File: config.mk
export PLATFORM = sky130hd
export DESIGN_NAME = pixel_axis_packer
export DESIGN_NICKNAME = d
export VERILOG_FILES = /design/src/rtl/pixel_axis_packer.sv
export SDC_FILE = /design/constraint.sdc
export NUM_CORES = 1
export LEC_CHECK = 0
export CAP_MARGIN = 25
export CORE_MARGIN = 1
export CORE_UTILIZATION = 40
export CTS_CLUSTER_SIZE = 30
export DETAILED_ROUTE_END_ITERATION = 8
export REMOVE_ABC_BUFFERS = 1
export SETUP_SLACK_MARGIN = 0.1
export SYNTH_ARGS = -nofsm -noshare
export SYNTH_HDL_FRONTEND = slang
export SYNTH_SLANG_ARGS = --single-unit
File: constraint.sdc
create_clock -name sys_clk -period 10.4 [get_ports sys_clk]
set_input_delay 1.04 -clock sys_clk [delete_from_list [all_inputs] [get_ports sys_clk]]
set_output_delay 1.04 -clock sys_clk [all_outputs]
set_load 0.1 [all_outputs]
File: src/rtl/pixel_axis_packer.sv
// Packs 12-bit camera pixel groups (Hawk 2 px/beat, Owl 4 px/beat) into 64-bit
// AXI-Stream words of 16-bit pixels, buffered by a FWFT FIFO that absorbs DMA stalls.
module pixel_axis_packer #(
    parameter int FIFO_DEPTH = 16,
    parameter int CNT_W      = 32
) (
    input  logic             sys_clk,
    input  logic             sys_rst,
    input  logic             frame_rst,
    input  logic [47:0]      data_in,
    input  logic             data_vld,
    input  logic             data_end,
    input  logic             data_sel,
    output logic [63:0]      m_axis_tdata,
    output logic [7:0]       m_axis_tkeep,
    output logic             m_axis_tlast,
    output logic             m_axis_tvalid,
    input  logic             m_axis_tready,
    output logic [CNT_W-1:0] word_cnt,
    output logic             overflow
);

    localparam int AW    = $clog2(FIFO_DEPTH);
    localparam int PW    = AW + 1;
    localparam int ENT_W = 1 + 8 + 64;

    typedef enum logic {HALF_EMPTY, HALF_PEND} half_t;

    function automatic logic [15:0] expand(input logic [11:0] px);
        return {4'h0, px};
    endfunction

    function automatic logic [31:0] expand2(input logic [23:0] px2);
        return {expand(px2[23:12]), expand(px2[11:0])};
    endfunction

    function automatic logic [CNT_W-1:0] sat_inc(input logic [CNT_W-1:0] v);
        return (v == {CNT_W{1'b1}}) ? v : v + 1'b1;
    endfunction

    logic              clr;
    logic              sel_q;
    half_t             half_q, half_d;
    logic [31:0]       lo_p0;
    logic              lo_load;
    logic              wr_en;
    logic [ENT_W-1:0]  wr_data;

    logic [ENT_W-1:0]  mem [FIFO_DEPTH];
    logic [PW-1:0]     wr_ptr, rd_ptr, rd_ptr_nxt;
    logic              full, rd_en, wr_ok, drop;

    assign clr = sys_rst | frame_rst;

    // Stage p0: word assembly from the incoming beat and any held low half
    always_comb begin
        half_d  = half_q;
        lo_load = 1'b0;
        wr_en   = 1'b0;
        wr_data = '0;
        if (!clr) begin
            if (sel_q) begin
                if (data_vld) begin
                    wr_en   = 1'b1;
                    wr_data = {data_end, 8'hFF, expand2(data_in[47:24]), expand2(data_in[23:0])};
                end
            end else if (data_vld) begin
                if (half_q == HALF_EMPTY) begin
                    if (data_end) begin
                        wr_en   = 1'b1;
                        wr_data = {1'b1, 8'h0F, 32'h0, expand2(data_in[23:0])};
                    end else begin
                        lo_load = 1'b1;
                        half_d  = HALF_PEND;
                    end
                end else begin
                    wr_en   = 1'b1;
                    wr_data = {data_end, 8'hFF, expand2(data_in[23:0]), lo_p0};
                    half_d  = HALF_EMPTY;
                end
            end else if (data_end && half_q == HALF_PEND) begin
                wr_en   = 1'b1;
                wr_data = {1'b1, 8'h0F, 32'h0, lo_p0};
                half_d  = HALF_EMPTY;
            end
        end
    end

    always_ff @(posedge sys_clk) begin
        if (clr) begin
            half_q <= HALF_EMPTY;
        end else begin
            half_q <= half_d;
        end
        if (sys_rst) begin
            sel_q <= 1'b0;
        end else if (frame_rst) begin
            sel_q <= data_sel;
        end
        if (lo_load) begin
            lo_p0 <= expand2(data_in[23:0]);
        end
    end

    // Stage p1: FIFO storage; a write at full is only legal when a read frees a slot
    assign full       = (wr_ptr[AW-1:0] == rd_ptr[AW-1:0]) && (wr_ptr[AW] != rd_ptr[AW]);
    assign rd_en      = m_axis_tvalid & m_axis_tready;
    assign wr_ok      = wr_en & (~full | rd_en);
    assign drop       = wr_en & full & ~rd_en;
    assign rd_ptr_nxt = rd_ptr + PW'(rd_en);

    always_ff @(posedge sys_clk) begin
        if (wr_ok) begin
            mem[wr_ptr[AW-1:0]] <= wr_data;
        end
    end

    always_ff @(posedge sys_clk) begin
        if (clr) begin
            wr_ptr   <= '0;
            rd_ptr   <= '0;
            overflow <= 1'b0;
        end else begin
            if (wr_ok) begin
                wr_ptr <= wr_ptr + 1'b1;
            end
            rd_ptr <= rd_ptr_nxt;
            if (drop) begin
                overflow <= 1'b1;
            end
        end
    end

    // Stage p2: output register only sees words written on an earlier edge
    always_ff @(posedge sys_clk) begin
        if (clr) begin
            m_axis_tvalid <= 1'b0;
            m_axis_tlast  <= 1'b0;
            m_axis_tkeep  <= '0;
            m_axis_tdata  <= '0;
            word_cnt      <= '0;
        end else begin
            m_axis_tvalid <= (wr_ptr != rd_ptr_nxt);
            if (wr_ptr != rd_ptr_nxt) begin
                {m_axis_tlast, m_axis_tkeep, m_axis_tdata} <= mem[rd_ptr_nxt[AW-1:0]];
            end
            if (rd_en) begin
                word_cnt <= sat_inc(word_cnt);
            end
        end
    end

endmodule

## Yosys cells after proc, flatten, opt, wreduce, memory -nomap -nowiden

Memory sizes are Yosys's and may differ from the RTL's. A register that Yosys moved wholly into a read port is not among the register bits.
Cells that the tools add are included.

- Register bits after elaboration: 70
- Memory bits (writable): 1168
- Bits of input ports: 55
- Output and inout bits: 107
- Word-level logic and storage cells: 54
- Memories: 1

- Add/subtract/negate cells: 3
- Eq/ne operators: 4
- Mux-type cells: 23
- Bitwise gates (word level): 10
- Reductions and logical operators: 5

Memories:

| memory | depth | width | read ports | clocked after memory_dff | wr ports | RTL line | RTL |
|---|---|---|---|---|---|---|---|
| mem | 16 | 73 | 1 | 1 | 1 | 49 | `logic [ENT_W-1:0] mem [FIFO_DEPTH];` |

Operators with widths:

| operator | count |
|---|---|
| 73-bit 2-to-1 mux | 7 |
| 32-bit by 1-bit adder with 32-bit output, second input constant | 1 |
| 32-bit == test, second input constant | 1 |
| 1-bit 2-to-1 mux | 16 |
| 5-bit by 1-bit adder with 5-bit output | 1 |
| 5-bit by 1-bit adder with 5-bit output, second input constant | 1 |
| 5-bit inequality test | 1 |
| 1-bit bitwise AND | 4 |
| 4-bit == test | 1 |
| 1-bit NOT | 4 |
| 2-bit AND reduction | 2 |
| 1-bit logical AND | 2 |
| 1-bit bitwise OR | 2 |
| 2-bit nonzero test | 1 |
| 1-bit inequality test | 1 |

## Depth between registers and ports, before layout

Gate-level depths: netlist of the first run.

- Word-level depth: 8
- Mapped depth: 12

## Worst setup path after synthesis of the first run

OpenSTA, ideal clock, no wires.

- Path kind: input to register
- Start point: input port frame_rst
- End point: memory mem[15][0] in the netlist's numbering (enable)
- Setup time: 0.493 ns
- Arrival: 4.448 ns
- Required time: 9.907 ns
- Setup slack: 5.460 ns
- Stages: 3
- Path buffers: 0
- Cells stage by stage: nor2_1 > o21ai_1 > nor4_2

- Cells in the longest elaborated chain, start to end: 5

RTL lines:

| what | RTL line | RTL |
|---|---|---|
| start, declared | 9 | `input logic frame_rst,` |
| 1-bit bitwise OR | 53 | `assign clr = sys_rst \| frame_rst;` |
| 1-bit 2-to-1 mux | 61 | `if (!clr) begin` |
| 1-bit bitwise AND | 108 | `assign wr_ok = wr_en & (~full \| rd_en);` |
| 1-bit 2-to-1 mux | 113 | `if (wr_ok) begin` |
| 1-bit 2-to-1 mux (not written as such) | 114 | `mem[wr_ptr[AW-1:0]] <= wr_data;` |
| end, declared | 49 |  |

Every way passes these cells.

## Worst setup path after layout of the first run

- Start point: input port data_end
- End point: memory mem[11][2] in the netlist's numbering (enable)

- Cells in the longest elaborated chain, start to end: 8
- Elaborated cells on any way between the ends: 10
- Classes of those cells: mux: 8; bitwise: 1; reduce/logical: 1

RTL lines:

| what | RTL line | RTL |
|---|---|---|
| start, declared | 12 | `input logic data_end,` |
| 1-bit 2-to-1 mux / 1-bit logical AND (equally long branches) | 69, 81 |  |
| 1-bit 2-to-1 mux, on equally long branches | 68, 81 |  |
| 1-bit 2-to-1 mux (*) | 67 | `end else if (data_vld) begin` |
| 1-bit 2-to-1 mux (*) | 62 | `if (sel_q) begin` |
| 1-bit 2-to-1 mux (*) | 61 |  |
| 1-bit bitwise AND (*) | 108 |  |
| 1-bit 2-to-1 mux (*) | 113 |  |
| 1-bit 2-to-1 mux (not written as such) (*) | 114 |  |

Mark *: on every way between the ends. The rest lies on a longest branch, timed or not.

==> results.md, run 1 <==
- Setup TNS: 0 ns
- TritonRoute pass-1 iters: 7
- Initial antenna violation count: 1
- Peak supply drop: 0.1064 mV
- CP max stage cell: and3_2
- Root Driver: clkbuf_16
- Total CTS buffers: 94
- Met3 WL: 6078 um
- Post-synthesis instance area: 36660 um^2
- Yosys warns: 0
- CTS max path bufs: 3
- DRT met1 WL: 38450 um
- Tmin final: 4.405 ns
- Worst hold path type: register to register
- CP Capture Type: register
- Count of cell types in the netlist: 59
- Outcome: finished clean
- Share of the cycle needed by the critical path after routing: 0.4236
- Initial Util: 0.4054
- Die area: 92860 um^2
- Number of cell rows: 110
- H-tree depth: 3
- GRT Util Overall: 0.1975
- Cells along the critical path: clkdlybuf4s50_1 -> nor2b_1 -> o21a_1 -> o21ai_1 -> nor2_1 -> and3_2 -> buf_4
- Crit path largest cell delay: 0.97 ns
- Hold-fix buffers at CTS: 0
- Die Width: 304.7 um
- Crit-path max FO: 30
- Critical path arrival: 4.67 ns
- IO buf count: 145
- GR Overflow Total: 0
- Sequential fraction of the synthesis area: 0.7410
- Fin. Hold Viols: 0
- CP delay by family, top: simple AND/OR/NAND/NOR gates
- Routed via count: 19800
- Max_slew headroom: 0.2636
- Postcts setup bufs: 0
- CP bufs+invs: 2
- Pleak: 13.22 nW
- NumNets Final: 2314
- Largest net degree at the start of global routing: 165
- Final hold slack: 0.4665 ns
- Clock latency on the worst-skew pair: 0.66 ns
- Average via count per standard cell: 5.643
- Clock-pin slew on the worst setup and hold paths: 0.06 ns
- Initial DRC count: 1609
- Syn Area/Cell: 17.52 um^2
- Vias in the first global route: 20180
- Asr flop ratio synth: 0
- First-pass GRT wire length: 134500 um
- DR WL/cell: 26.13 um
- Power Density: 176.5 nW/um^2
- Max Freq: 227.0 MHz
- CP startpoint kind: primary input
- Antenna Violating Nets Remaining: 0
- Core area: 90420 um^2
- # IOs: 162
- Yosys reg bits: 937
- Layout area overhead: 15.97%
- Final clock skew: 0.03418 ns
- Post-synth EDFFs: 840
- Final GP Congestion: 0.7756
- Final WL: 91660 um
- TritonCTS clock tree: done
- Crit Path Class: primary input to register
- Final Setup Violations: 0
- # Max-Cap Violations: 0
- Met2 WL: 45410 um
- Layout cells sized above 1: 0.1806
- DPL Wire Length: 46950 um
- RSZ-0062 raised after global routing: false
- Clock Sinks: 937
- CTS resizes: 0
- Synth Instances: 2092
- # DRC: 0
- Required @ worst endpoint: 10.67 ns
- Worst-margin pin slew: 1.105 ns
- Max layer used: met5
- Die outline height: 304.7 um
- Max Slew Vio Count: 0
- Post-synth top flop: edfxtp_1
cell families after synthesis:
family / after synthesis / synth area share
fa+ha+maj: 7 / 0.002389
xor+xnor: 20 / 0.004778
compound gates: 197 / 0.03181
mux: 228 / 0.1319
flops: 937 / 0.7410
buf+inv: 158 / 0.01997
other cells: 1 / 0.0001023
simple gates: 544 / 0.06802
placed cells by master (no fill, tap or decap), drive strengths merged, types with 16 or more instances in the layout:
cell and instances:
clkbuf 141, a22oi 27, conb 16, clkinv 27, and3 21, nand3 119, nor2 70, o21ai 114
mux4 204, edfxtp 840, clkdlybuf4s50 144, dfxtp 97, buf 48, mux2i 24, inv 17, a21oi 24
nand2 277
through the flow:
stage	power, mW	setup WS, ns	instance area [um^2]	util	cells
global route	7.699	5.630	42510	0.4701	3507
global placement	4.308	5.099	39370	0.4354	3324
floorplan	4.240	-1.422	36040	-	1964
detailed placement	4.311	5.198	39450	0.4363	3327
finish	7.505	5.995	42510	0.4702	3508
CTS	7.551	5.900	42420	0.4691	3502
sequential cells by signal, indices dropped and copies added, names as in the netlist:
name / count
mem: 816
m_axis_tdata: 48
word_cnt: 32
lo_p0: 24
rd_ptr: 5
wr_ptr: 5
m_axis_tkeep: 2
half_q: 1
m_axis_tlast: 1
m_axis_tvalid: 1
overflow: 1
sel_q: 1
cells in the mapped netlist (7+ instances only):
cell        n  area, um^2
clkbuf_1   68       255.2
dfxtp_1    97        1942
a21oi_1    24       120.1
or3_1      11       68.82
nand3_1   118       590.6
nand4_1     7       43.79
mux4_2    204        4594
buf_1      18       67.56
or4_1      11       82.58
edfxtp_1  840       25220
nand2_1   277        1040
nor2_1     70       262.8
inv_1      14       52.55
a22oi_1    27       202.7
mux2i_1    24       240.2
ha_1        7       87.58
o21ai_0   111       555.5
o31ai_1    10       75.07
xnor2_1    14       122.6
buf_4      22       165.2
buf_2      33       165.2
and3_1     21       131.4
per-layer routing:
metal,GRT usage,vias to the layer above
met5,0,-
met2,0.3301,703
met3,0.02879,109
li1,-,8524
met1,0.2709,10460
met4,0.05262,2
power breakdown:
group | internal (mW) | switching, mW | total [mW]
logic | 0.0445 | 0.113 | 0.157
clock network | 1.87 | 1.41 | 3.27
registers | 4.07 | 0.00551 | 4.07
total | 5.98 | 1.53 | 7.51
path summary, 6_finish.rpt:
check                        start                to  slack, ns  cells past startpoint
setup / recovery          data_end        mem[11][2]       6.00                      7
hold / removal    m_axis_tdata[38]  m_axis_tdata[38]       0.47                      2
setup reg to reg             sel_q        mem[11][2]       6.29                      5
hold reg to reg   m_axis_tdata[38]  m_axis_tdata[38]       0.47                      2
area by class of cell:
class                           count  area [um^2]
Clock inverter                     34        274.0
Clock buffer                      141         2691
Sequential cell                   937        27170
Multi-Input combinational cell   1012         8920
Antenna cell                        1        2.502
Tap cell                         1176         1471
Fill cell                        7470        47910
Inverter                           15        56.30
Timing Repair Buffer              192         1932
tightest hold or removal path: cells and delay by family, from the launching register on:
family | cells | cell delay, ns
AO/OA/AOI/OAI | 1 | 0.05
AND/OR/NAND/NOR | 1 | 0.06
flip-flops | 1 | 0.31
No activity file was read; power rests on OpenSTA's default activity.
==> inputs of run 2 (changes only) <==
Clock period 10.4 ns to 4.2 ns, I/O delays scaled along.
==> results.md, run 2 (same netlist as run 1, synthesis figures left out) <==
- Outcome: finished clean
- Most common cell after layout, fill and taps aside: edfxtp_1
- TritonRoute pass-1 iters: 5 (-2)
- Die area: 92860 um^2 (unchanged)
- IO buf count: 145 (unchanged)
- Pre-CTS setup slack: 0.4831 ns (-4.715 ns)
- Die Width: 304.7 um (unchanged)
- Pleak: 13.43 nW (+1.6%)
- Fin util: 0.4763 (+0.006103)
- Clock-pin slew on the worst setup and hold paths: 0.06 ns (about the same)
- Initial antenna violation count: 3 (+2)
- Reg2reg setup slack: 0.91 ns (-5.38 ns)
- CTS resizes: 0 (unchanged)
- Hold Crit Endpoint: lo_p0[11]
- Number of cell rows: 110 (unchanged)
- Crit path largest cell delay: 0.61 ns (-0.36 ns)
- TritonCTS clock tree: done
- CP bufs+invs: 2 (unchanged)
- Max Freq: 303.6 MHz
- Peak supply drop: 0.2830 mV (+170%)
- Crit-path max FO: 37 (+23%)
- Hold_sp: data_in[11]
- Tmin final: 3.294 ns
- Average via count per standard cell: 5.597 (-0.81%)
- First-pass GRT wire length: 135900 um (+1.1%)
- # IOs: 162 (unchanged)
- NumNets Final: 2340 (+1.1%)
- Final clock skew: 0.02849 ns (-0.005698 ns)
- Total CTS buffers: 96 (+2.1%)
- Final Setup Violations: 0 (unchanged)
- Final GP Congestion: 0.7865 (+1.4%)
- Cells along the critical path: nand2_1 -> clkinv_1 -> ha_4 -> ha_4 -> xnor2_1 -> nand2_1 -> nor4_4 -> buf_4 -> nand3_1 -> o21ai_0
- Reg2Reg Depth: 10 (+5)
- Routed via count: 19800 (+0.040%)
- # Max-Cap Violations: 0 (unchanged)
- Fillers: 7481 (+0.15%)
- Final WL: 92370 um (+0.78%)
- CP startpoint kind: register
- Clock latency on the worst-skew pair: 0.66 ns (about the same)
- Largest net degree at the start of global routing: 103 (-38%)
- Postcts setup bufs: 0 (unchanged)
- Max_slew headroom: 0.2938 (+0.03016)
- Fin. Hold Viols: 0 (unchanged)
- Die outline height: 304.7 um (unchanged)
- Core area: 90420 um^2 (unchanged)
- Initial Util: 0.4054 (unchanged)
- H-tree depth: 3 (unchanged)
- CP Capture Type: register
- DPL Wire Length: 48970 um (+4.3%)
- Tot Pwr: 18.96 mW (+150%)
- Area of all sequential standard cells: 27170 um^2 (unchanged)
- Layout area overhead: 17.48%
- Reg2reg start: m_axis_tvalid
- GRT Util Overall: 0.1999 (+0.002458)
- Antenna Violating Nets Remaining: 0 (unchanged)
- # DRC: 0 (unchanged)
- Final setup margin: 0.9060 ns (-5.089 ns)
- Critical path arrival: 3.85 ns (-0.82 ns)
- Multi-input gate area: 8920 um^2 (unchanged)
- Power Density: 440.2 nW/um^2 (+150%)
- Max FFs per register: 816 (unchanged)
- Max Slew Vio Count: 0 (unchanged)
- Worst-margin pin slew: 1.056 ns (-0.04855 ns)
- Initial DRC count: 1748 (+8.6%)
- Required @ worst endpoint: 4.75 ns (-5.92 ns)
- Root Driver: clkbuf_16
- Worst hold path type: primary input to register
- CP delay by family, top: buffers and inverters
- Clock Sinks: 937 (unchanged)
- GR Overflow Total: 0 (unchanged)
- DR WL/cell: 26.11 um (about the same)
- Hold path cells: 1 (-1)
- CP Depth: 10 (+3)
- RSZ-0062 raised after global routing: false
- Layout cells sized above 1: 0.1936 (+0.01295)
- Share of the cycle needed by the critical path after routing: 0.7843
- Hold-fix buffers at CTS: 0 (unchanged)
- CP max stage cell: buf_4
- CTS max path bufs: 3 (unchanged)
- Crit Path Class: register to register
- RR Endpoint: m_axis_tdata[49]
- Vias in the first global route: 20580 (+2.0%)
- Most frequent cells in the layout: edfxtp_1 (840), nand2_1 (277), mux4_2 (204), clkdlybuf4s50_1 (145), nand3_1 (118)
## run 2: changes by cell type in the layout (fill, tap and decap cells not counted), moves of 5 or more
cell,before,now
bufinv_16,3,8
clkbuf_8,12,7
buf_4,40,45
clkinv_2,13,20
clkbuf_1,33,23
buf_12,4,26
## run 2: per-layer routing
metal / global-route usage / vias to the layer above / wire [um]
met4: 0.06014 / 4 / 2002
met2: 0.3281 / 722 / 44840
met5: 0 / - / 24
met1: 0.2695 / 10380 / 38820
li1: - / 8585 / -
met3: 0.04012 / 112 / 6675
## run 2: power by group
part | switching (mW) | total, mW | leakage, nW | internal [mW]
registers | 0.0114 | 10.1 | 8.28 | 10.1
clock network | 3.53 | 8.48 | 1.54 | 4.95
logic | 0.278 | 0.396 | 3.61 | 0.117
total | 3.82 | 19.0 | 13.4 | 15.1
## run 2: layout make-up
type,count,area share
Inverter,15,0.001307
Timing Repair Buffer,216,0.05363
Antenna cell,1,0.00005811
Sequential cell,937,0.6308
Clock buffer,129,0.06177
Clock inverter,52,0.01113
Tap cell,1176,0.03417
Multi-Input combinational cell,1012,0.2071
## run 2: through the flow
stage                     instances  area, um^2  hold WS (ns)  TNS (ns)
final                          3538       43070        0.3874         0
after global routing           3538       43070        0.3784         0
after CTS                      3537       43060        0.3533         0
after detailed placement       3356       39920        0.4680         0
after global placement         3356       39920        0.4596         0
after floorplan                1964       36040        0.4550  -1433.70
## run 2: worst max path at each step
| stage | startpoint | to | slack, ns |
|---|---|---|---|
| finish | m_axis_tvalid | m_axis_tdata[49] | 0.91 |
| global route | m_axis_tvalid | m_axis_tdata[11] | 0.72 |
| CTS | m_axis_tvalid | m_axis_tdata[49] | 0.89 |
| detailed placement | m_axis_tready | m_axis_tdata[49] | 0.48 |
| global placement | m_axis_tready | m_axis_tdata[25] | 0.54 |
| floorplan | m_axis_tvalid | m_axis_tdata[0] | -7.42 |
==> inputs of run 3 (changes only) <==
Clock period 4.2 ns to 2.8 ns, I/O delays scaled along.
==> results.md, run 3 (same netlist as run 1, synthesis figures left out) <==
- Outcome: finished clean
- Share of the cycle needed by the critical path after routing: 0.8983 (+0.1140)
- Clock latency on the worst-skew pair: 0.65 ns (about the same)
- Initial Util: 0.4054 (unchanged)
- Hold path cells: 1 (unchanged)
- Most common cell after layout, fill and taps aside: edfxtp_1
- Pre-CTS setup slack: -0.3758 ns (-0.8588 ns)
- Clock Sinks: 937 (unchanged)
- Routed via count: 20220 (+2.1%)
- Crit Path Class: register to register
- Layout area overhead: 20.32%
- Final GP Congestion: 0.7687 (-2.3%)
- Worst hold path type: primary input to register
- TritonCTS clock tree: done
- CTS max path bufs: 3 (unchanged)
- Die outline height: 304.7 um (unchanged)
- Hold_sp: data_in[17]
- H-tree depth: 3 (unchanged)
- # Max-Cap Violations: 0 (unchanged)
- First-pass GRT wire length: 137800 um (+1.4%)
- Initial DRC count: 1683 (-3.7%)
- Required @ worst endpoint: 3.32 ns (-1.43 ns)
- Cells along the critical path: nand2_1 -> inv_2 -> ha_4 -> ha_4 -> buf_12 -> buf_12 -> buf_4 -> mux4_2 -> nand2_1 -> nand2_1 -> o21ai_0 -> o21ai_0
- TritonRoute pass-1 iters: 5 (unchanged)
- Tmin final: 2.515 ns (-0.7788 ns)
- Die Width: 304.7 um (unchanged)
- Tot Pwr: 28.45 mW (+50%)
- Largest net degree at the start of global routing: 50 (-51%)
- Initial antenna violation count: 0 (-3)
- Max Slew Vio Count: 0 (unchanged)
- Pleak: 14.53 nW (+8.1%)
- Die area: 92860 um^2 (unchanged)
- Reg2reg start: m_axis_tvalid
- Most frequent cells in the layout: edfxtp_1 (840), nand2_1 (277), mux4_2 (204), buf_4 (204), nand3_1 (118)
- DPL Wire Length: 54470 um (+11%)
- Total CTS buffers: 96 (unchanged)
- Setup TNS: 0 ns (unchanged)
- CP startpoint kind: register
- Final WL: 93270 um (+0.98%)
- Layout cells sized above 1: 0.2620 (+0.06840)
- Number of cell rows: 110 (unchanged)
- GR Overflow Total: 0 (unchanged)
- # DRC: 0 (unchanged)
- Peak supply drop: 0.4774 mV (+69%)
- Vias in the first global route: 20920 (+1.7%)
- Final Setup Violations: 0 (unchanged)
- DR WL/cell: 25.60 um (-1.9%)
- RR Endpoint: m_axis_tlast
- Max Freq: 397.6 MHz (+31%)
- NumNets Final: 2446 (+4.5%)
- Max_slew headroom: 0.2911 (-0.002688)
- Antenna Violating Nets Remaining: 0 (unchanged)
- IO buf count: 145 (unchanged)
- Core area: 90420 um^2 (unchanged)
- GRT Util Overall: 0.2015 (+0.001573)
- CP Capture Type: register
- RSZ-0062 raised after global routing: false
- Root Driver: clkbuf_16
- Fin. Hold Viols: 0 (unchanged)
- Reg2Reg Depth: 12 (+2)
- CP max stage cell: dfxtp_1
- Power Density: 645.0 nW/um^2 (+47%)
- # IOs: 162 (unchanged)
- Crit path largest cell delay: 0.34 ns (-0.27 ns)
- Worst-margin pin slew: 1.059 ns (+0.003426 ns)
- Most used cell along the critical path: nand2_1
- Final setup margin: 0.2848 ns (-0.6212 ns)
- Critical Path End: m_axis_tlast
- Max FFs per register: 816 (unchanged)
- Reg2reg setup slack: 0.28 ns (-0.62 ns)
- Final clock skew: 0.02559 ns (-0.002902 ns)
- CP startpoint: m_axis_tvalid
- Clock-pin slew on the worst setup and hold paths: 0.06 ns (about the same)
- Average via count per standard cell: 5.551 (-0.83%)
- Critical path arrival: 3.04 ns (-0.81 ns)
- Crit-path max FO: 22 (-41%)
[run 3: cell types whose count changed in the layout (fill, tap and decap cells not counted), sizes merged]
cell / change
clkdlybuf4s50: -91
clkinv: -17
clkbuf: +18
buf: +197
clkinvlp: -1
bufinv: -1
[run 3: cell type report]
cell class / instances / area [um^2]
Fill cell: 7431 / 46320
Sequential cell: 937 / 27170
Multi-Input combinational cell: 1012 / 8924
Timing Repair Buffer: 322 / 3344
Clock buffer: 147 / 2756
Tap cell: 1176 / 1471
Clock inverter: 33 / 386.6
Inverter: 15 / 56.30
Antenna cell: 1 / 2.502
[run 3: metrics by stage]
step / util / area (um^2) / hold slack (ns) / std cells
2_1_floorplan: - / 36040 / 0.3524 / 1964
3_3_place_gp: 0.4526 / 40930 / 0.4630 / 3458
3_5_place_dp: 0.4526 / 40930 / 0.4650 / 3458
4_1_cts: 0.4874 / 44070 / 0.2178 / 3638
5_1_grt: 0.4878 / 44110 / 0.2379 / 3642
6_report: 0.4878 / 44110 / 0.2485 / 3643
[run 3: critical path: cells and delay by family, from the launching register on]
kind                     cells  cell delay (ns)
buffers and inverters        4             0.65
adder cells (fa/ha/maj)      2             0.48
AO/OA/AOI/OAI                2             0.35
flip-flops                   1             0.34
multiplexers                 1             0.29
AND/OR/NAND/NOR              3             0.26
[run 3: metal layers]
metal | track usage | routed length (um) | up-vias
met5 | 0 | 0 | -
met4 | 0.05168 | 1858 | 0
met3 | 0.03512 | 6050 | 120
met2 | 0.3390 | 46350 | 700
met1 | 0.2712 | 39020 | 10590
li1 | - | - | 8810
[run 3: power by group]
part           switching, mW  internal (mW)  leakage, nW
logic                  0.421          0.199         4.49
registers             0.0133           15.1         8.51
clock network           5.26           7.45         1.53
[run 3: how the worst min path moves through the flow]
stage,slack [ns],to
CTS,0.22,lo_p0[0]
finish,0.25,lo_p0[21]
global placement,0.46,m_axis_tdata[39]
detailed placement,0.46,overflow
global route,0.24,lo_p0[0]
floorplan,0.35,sel_q
[run 3: repair_timing]
| action | CTS | global route |
|---|---|---|
| gates resized for setup | 5 | 3 |
| hold buffers | 0 | 0 |
| setup buffers | 0 | 1 |
| pin swaps | 0 | 1 |
| endpoints found under the setup margin | 5 | 38 |
